**config.mk**
```make
export PLATFORM = sky130hd
export DESIGN_NAME = intr_sched
export DESIGN_NICKNAME = d
export VERILOG_FILES = /design/src/rtl/intr_sched_pkg.sv /design/src/rtl/intr_sched_sync_ff.sv /design/src/rtl/intr_sched.sv
export SDC_FILE = /design/constraint.sdc
export NUM_CORES = 1
export LEC_CHECK = 0
export ABC_AREA = 0
export ABC_CLOCK_PERIOD_IN_PS = 1600
export BUFFER_PORTS_ARGS = -buffer_cell sky130_fd_sc_hd__buf_2
export CAP_MARGIN = 20
export CORE_AREA = 2 2 79 81
export DETAILED_ROUTE_END_ITERATION = 12
export DIE_AREA = 0 0 81 83
export PLACE_DENSITY = 0.63
export SLEW_MARGIN = 20
export SYNTH_ARGS = -nofsm -noshare
export SYNTH_HDL_FRONTEND = slang
export SYNTH_SLANG_ARGS = --single-unit
```
**constraint.sdc**
```tcl
create_clock -name clk -period 1.6 [get_ports clk]
set_clock_uncertainty 0.05 [all_clocks]
set_input_delay 0.32 -clock clk [delete_from_list [all_inputs] [get_ports clk]]
set_output_delay 0.32 -clock clk [all_outputs]
set_load 0.1 [all_outputs]
```
**src/rtl/intr_sched_pkg.sv**
```systemverilog
// Shared constants and types for the machine-mode interrupt scheduler.
// Holds mcause encodings, MIP bit positions and the scheduler state enum.
// Pure declarations; no logic, no latency, no backpressure.
package intr_sched_pkg;

  // MIP/MIE bit positions; the exception code equals the bit position.
  localparam int MIP_MSIP_BIT = 3;
  localparam int MIP_MTIP_BIT = 7;
  localparam int MIP_MEIP_BIT = 11;

  // mcause values for a 64-bit machine, interrupt bit set.
  localparam logic [63:0] MACHINE_SOFTWARE_INTERRUPT = 64'h8000_0000_0000_0003;
  localparam logic [63:0] MACHINE_TIMER_INTERRUPT    = 64'h8000_0000_0000_0007;
  localparam logic [63:0] MACHINE_EXTERNAL_INTERRUPT = 64'h8000_0000_0000_000B;

  // Low-order exception codes reused for any XLEN.
  localparam logic [3:0] CODE_MSI = MACHINE_SOFTWARE_INTERRUPT[3:0];
  localparam logic [3:0] CODE_MTI = MACHINE_TIMER_INTERRUPT[3:0];
  localparam logic [3:0] CODE_MEI = MACHINE_EXTERNAL_INTERRUPT[3:0];

  typedef enum logic [1:0] {
    IS_IDLE  = 2'd0,
    IS_OFFER = 2'd1,
    IS_SLEEP = 2'd2
  } IntrSchedState;

  // Fixed priority MEI > MSI > MTI; caller guarantees at least one bit set.
  function automatic logic [3:0] pick_code(input logic mei, input logic msi);
    logic [3:0] code;
    code = CODE_MTI;
    if (msi) code = CODE_MSI;
    if (mei) code = CODE_MEI;
    return code;
  endfunction

endpackage

```
**src/rtl/intr_sched_sync_ff.sv**
```systemverilog
// Flop-chain synchronizer for one asynchronous level signal.
// Latency: STAGES clock cycles from input change to output change.
// No handshake; the level is simply resampled every cycle.
module sync_ff #(
  parameter int STAGES = 2
) (
  input  logic clk,
  input  logic rst,
  input  logic d_i,
  output logic q_o
);

  logic [STAGES-1:0] chain_q;

  // Shift the async level through the chain; the first flop may go metastable.
  always_ff @(posedge clk) begin
    if (rst) chain_q <= '0;
    else     chain_q <= {chain_q[STAGES-2:0], d_i};
  end

  assign q_o = chain_q[STAGES-1];

endmodule

```
**src/rtl/intr_sched.sv**
```systemverilog
// Machine-mode interrupt scheduler: masks MIP with mie, picks by fixed priority, offers via valid/ack, sequences WFI sleep.
// Latency: pending source to intr_valid one cycle (registered state); MEIP adds SYNC_STAGES cycles.
// Offer holds until ack, source drop/mask or mstatus.MIE clear; build with INTR_SCHED_MEIP_EN to include external interrupts.
module intr_sched
  import intr_sched_pkg::*;
#(
  parameter int XLEN          = 64,
  parameter int SYNC_STAGES   = 2,
  parameter int SLEEP_TIMEOUT = 0
) (
  input  logic            clk,
  input  logic            rst,
  input  logic            msip,
  input  logic            mtip,
  input  logic            meip_async,
  input  logic [XLEN-1:0] mie_csr,
  input  logic            mstatus_mie,
  input  logic            can_intr,
  input  logic            wfi_retire,
  output logic            intr_valid,
  output logic [XLEN-1:0] intr_cause,
  input  logic            intr_ack,
  output logic [XLEN-1:0] mip_view,
  output logic            stall_fetch,
  output logic            wake
);

  // Counter must hold SLEEP_TIMEOUT; keep at least one bit when timeout is off.
  localparam int CW = (SLEEP_TIMEOUT > 0) ? $clog2(SLEEP_TIMEOUT + 1) : 1;
  localparam logic [CW-1:0] CNT_MAX  = '1;
  localparam logic [CW-1:0] CNT_LAST = (SLEEP_TIMEOUT > 0) ? CW'(SLEEP_TIMEOUT - 1) : '0;
  localparam bit            TO_EN    = (SLEEP_TIMEOUT > 0);

  IntrSchedState   state_q, state_d;
  logic [XLEN-1:0] cause_q, cause_d;
  logic [3:0]      idx_q, idx_d;
  logic [CW-1:0]   cnt_q, cnt_d;
  logic            wake_q, wake_d;

  logic            meip_sync;
  logic [XLEN-1:0] pend;
  logic            pend_any;
  logic [3:0]      sel_code;
  logic [XLEN-1:0] sel_cause;
  logic            timeout_hit;

`ifdef INTR_SCHED_MEIP_EN
  sync_ff #(
    .STAGES (SYNC_STAGES)
  ) u_meip_sync (
    .clk (clk),
    .rst (rst),
    .d_i (meip_async),
    .q_o (meip_sync)
  );
`else
  // External interrupts are not part of this build; the port is kept for a stable interface.
  logic unused_meip;
  assign unused_meip = meip_async;
  assign meip_sync   = 1'b0;
`endif

  // MIP read image: only the three machine-level interrupt bits are ever set.
  always_comb begin
    mip_view               = '0;
    mip_view[MIP_MSIP_BIT] = msip;
    mip_view[MIP_MTIP_BIT] = mtip;
    mip_view[MIP_MEIP_BIT] = meip_sync;
  end

  assign pend     = mip_view & mie_csr;
  assign pend_any = pend[MIP_MEIP_BIT] | pend[MIP_MSIP_BIT] | pend[MIP_MTIP_BIT];
  assign sel_code = pick_code(pend[MIP_MEIP_BIT], pend[MIP_MSIP_BIT]);

  // mcause image for the winning source: interrupt bit plus the exception code.
  always_comb begin
    sel_cause            = '0;
    sel_cause[XLEN-1]    = 1'b1;
    sel_cause[3:0]       = sel_code;
  end

  assign timeout_hit = TO_EN && (cnt_q == CNT_LAST);

  // Next-state, latched cause and sleep counter; IDLE gives an offer priority over WFI.
  always_comb begin
    state_d = state_q;
    cause_d = cause_q;
    idx_d   = idx_q;
    cnt_d   = cnt_q;
    wake_d  = 1'b0;
    unique case (state_q)
      IS_IDLE: begin
        if (mstatus_mie && can_intr && pend_any) begin
          state_d = IS_OFFER;
          cause_d = sel_cause;
          idx_d   = sel_code;
        end else if (wfi_retire) begin
          state_d = IS_SLEEP;
          cnt_d   = '0;
        end
      end
      IS_OFFER: begin
        // Ack wins over a simultaneous drop; otherwise a dropped/masked source or cleared MIE withdraws.
        if (intr_ack || !pend[idx_q] || !mstatus_mie) begin
          state_d = IS_IDLE;
          cause_d = '0;
        end
      end
      IS_SLEEP: begin
        if (cnt_q != CNT_MAX) cnt_d = cnt_q + 1'b1;
        // Wake ignores mstatus.MIE: an enabled pending source always ends WFI.
        if (pend_any || timeout_hit) begin
          state_d = IS_IDLE;
          wake_d  = 1'b1;
        end
      end
      default: begin
        state_d = IS_IDLE;
        cause_d = '0;
      end
    endcase
  end

  // State and datapath registers with synchronous reset.
  always_ff @(posedge clk) begin
    if (rst) begin
      state_q <= IS_IDLE;
      cause_q <= '0;
      idx_q   <= '0;
      cnt_q   <= '0;
      wake_q  <= 1'b0;
    end else begin
      state_q <= state_d;
      cause_q <= cause_d;
      idx_q   <= idx_d;
      cnt_q   <= cnt_d;
      wake_q  <= wake_d;
    end
  end

  assign intr_valid  = (state_q == IS_OFFER);
  assign intr_cause  = cause_q;
  assign stall_fetch = (state_q == IS_SLEEP);
  assign wake        = wake_q;

endmodule
```
==> impl_metrics.tcl <==
set metrics [dict create \
    status "complete, no violations" \
    viasPerCell 2.786 \
    grt_pass1_wl_um 1814 \
    cts_hold_buf 0 \
    root_buffer "clkbuf_8" \
    routedWlPerCell_um 6.031 \
    core.rowCount 28 \
    syn_area_um2 1300 \
    die_x_um 81 \
    switchingPower_w 0.001433 \
    n_antenna_cell 0 \
    hold_viol_final 0 \
    combPwrFrac 0.764 \
    start_util 0.2235 \
    drive_above_1_share 0.1374 \
    grt_max_degree 11 \
    synth.distinct_cells 25 \
    synth_warnings 0 \
    max_freq_mhz 661.1 \
    hold_class "in -> reg" \
    cts.htree.levels 1 \
    netlist_instances 167 \
    drtIter0Drc 5 \
    finalCritPeriodShare 0.9454 \
    async_reset_ff_frac 0 \
    worst_setup_path_start_kind "register" \
    crit_path_max_fanout 10 \
    cts_buffers 3 \
    drtAntennaViolNets 0 \
    antenna_found_initial 0 \
    holdWs_ps 319.6 \
    gp_congestion 0.7590 \
    ir_worst_vdd_mv 0.6125 \
    swShare 0.7830 \
    ys_ff_latch 7 \
    critPathArrivalTime_ps 1140 \
    p_int_w 0.0003971 \
    drt-pass1-iter-count 4 \
    finalSetupViolations 0 \
    worstSetupPathType "reg -> out" \
    seq_power_share 0.105 \
    cts_buffer_depth 2 \
    vias 716 \
    core_um2 5816 \
    placed_area_um2 1016 \
    drv_cap 0 \
    pin_count 204 \
    nFillCells 680 \
    dp_hpwl_um 1396 \
    numClockSinks 7 \
    drc_errors 0 \
    post_cts_buffers 0 \
    grt_pass1_vias 404 \
    dieArea_um2 6723 \
    cts_resized 0 \
    cp-end-kind "output port" \
    power_frac_clock 0.130 \
    power_density_nw_per_um2 1725 \
    die_height_um 83 \
    cts_tree "yes" \
    cts.clk_slew.worst_paths_ps 40 \
    fin_util 0.1824 \
    synthFlopType "dfxtp_1" \
    postSynthAreaPerCell_um2 7.784 \
    maxSlewViolCount 0 \
    synth_enable_flop_cells 0 \
    port_buffers 18 \
    clock_latency_ps 220 \
    p_leak_nw 0.6183 \
    layout.nets 256 \
    fin_area_um2 1061 \
    cp.required_ps 1230 \
    grt.total_usage 0.03523 \
    seq_area_frac_synth 0.1078 \
    area_growth_syn_to_layout_pct -18.38 \
    fin_crit_ps 1513 \
    rsz0062_at_grt "false" \
    wirelength_um 1550 \
    grt-ovfl-total 0 \
]
==> Yosys cell counts (all sizes together) (2+ instances only) <==
| cell | n | area, um2 |
|---|---|---|
| nand3 | 2 | 10.01 |
| buf | 127 | 953.4 |
| nand3b | 2 | 15.01 |
| nor4 | 2 | 12.51 |
| a21oi | 4 | 20.02 |
| inv | 3 | 11.26 |
| dfxtp | 7 | 140.1 |
| nand2b | 2 | 12.51 |
| nor2 | 2 | 7.510 |
==> metrics by stage <==
stage	power (W)	setup WS (ps)	cells	setup TNS (ps)
3_5_place_dp	0.001588	250.0	253	0
3_3_place_gp	0.001586	300.9	253	0
4_1_cts	0.001830	89.71	257	0
5_1_grt	0.001878	32.99	257	0
2_1_floorplan	0.001786	-2.118	288	-2.118
6_report	0.001830	87.36	257	0
==> routing by layer <==
layer  vias to the layer above  GRT usage  share of wire  wire, um
met5                         -          0              0         0
met2                        94    0.06461           0.48       745
met3                         2    0.02065           0.24       365
met4                         0    0.01387          0.012        19
li1                        315          -              -         -
met1                       305    0.03022           0.27       419
==> cell type report <==
| type | count | area (um2) | share of cell area |
|---|---|---|---|
| Tap cell | 75 | 93.84 | 0.08844 |
| Sequential cell | 7 | 142.6 | 0.1344 |
| Inverter | 3 | 11.26 | 0.01061 |
| Clock buffer | 4 | 45.04 | 0.04245 |
| Multi-Input combinational cell | 150 | 648.1 | 0.6108 |
| Timing Repair Buffer | 18 | 120.1 | 0.1132 |
==> flip-flops by register name, indices dropped and copies added (netlist names) <==
name / count
idx_q: 2
state_q: 2
wake: 1
intr_cause: 2
==> worst max-delay path: stages (launching register included) <==
cell and delay [ps]:
dfxtp_1 520, and2b_2 230, buf_12 170
==> cell families (layout without fill, tap and decap cells) <==
kind of cell	Yosys count	after routing	synth area share
AND/OR/NAND/NOR	16	16	0.07795
buffers and inverters	131	25	0.7449
flip-flops	7	7	0.1078
AO/OA/AOI/OAI	12	12	0.06642
other	1	122	0.002885
==> power by group through the flow <==
stage	Clock (W)	Sequential (W)	Combinational, W
floorplan	0	0.000216	0.00157
global placement	0	0.000195	0.00139
detailed placement	0	0.000195	0.00139
CTS	0.000245	0.000193	0.00139
global route	0.000260	0.000194	0.00142
finish	0.000238	0.000193	0.00140
==> layout by cell type, fill, tap and decap left out, types with 2 or more instances in the layout <==
cell type	netlist	final
dfxtp_1	7	5
buf_12	0	2
dfxtp_2	0	2
a21oi_1	4	4
inv_1	3	3
buf_2	0	16
conb_1	1	122
nand3_1	2	2
nand3b_1	2	2
nor4_1	2	2
nand2b_1	2	2
clkbuf_8	0	3
==> worst paths after layout <==
kind,endpoint,startpoint,depth (start not counted),slack [ps]
worst max register to register,intr_cause[2],state_q[0],3,250
worst min register to register,idx_q[1],idx_q[1],2,410
worst min-delay path,state_q[1],wfi_retire,3,320
worst max-delay path,intr_valid,state_q[0],2,90
Power figures use the tool's default switching activity.
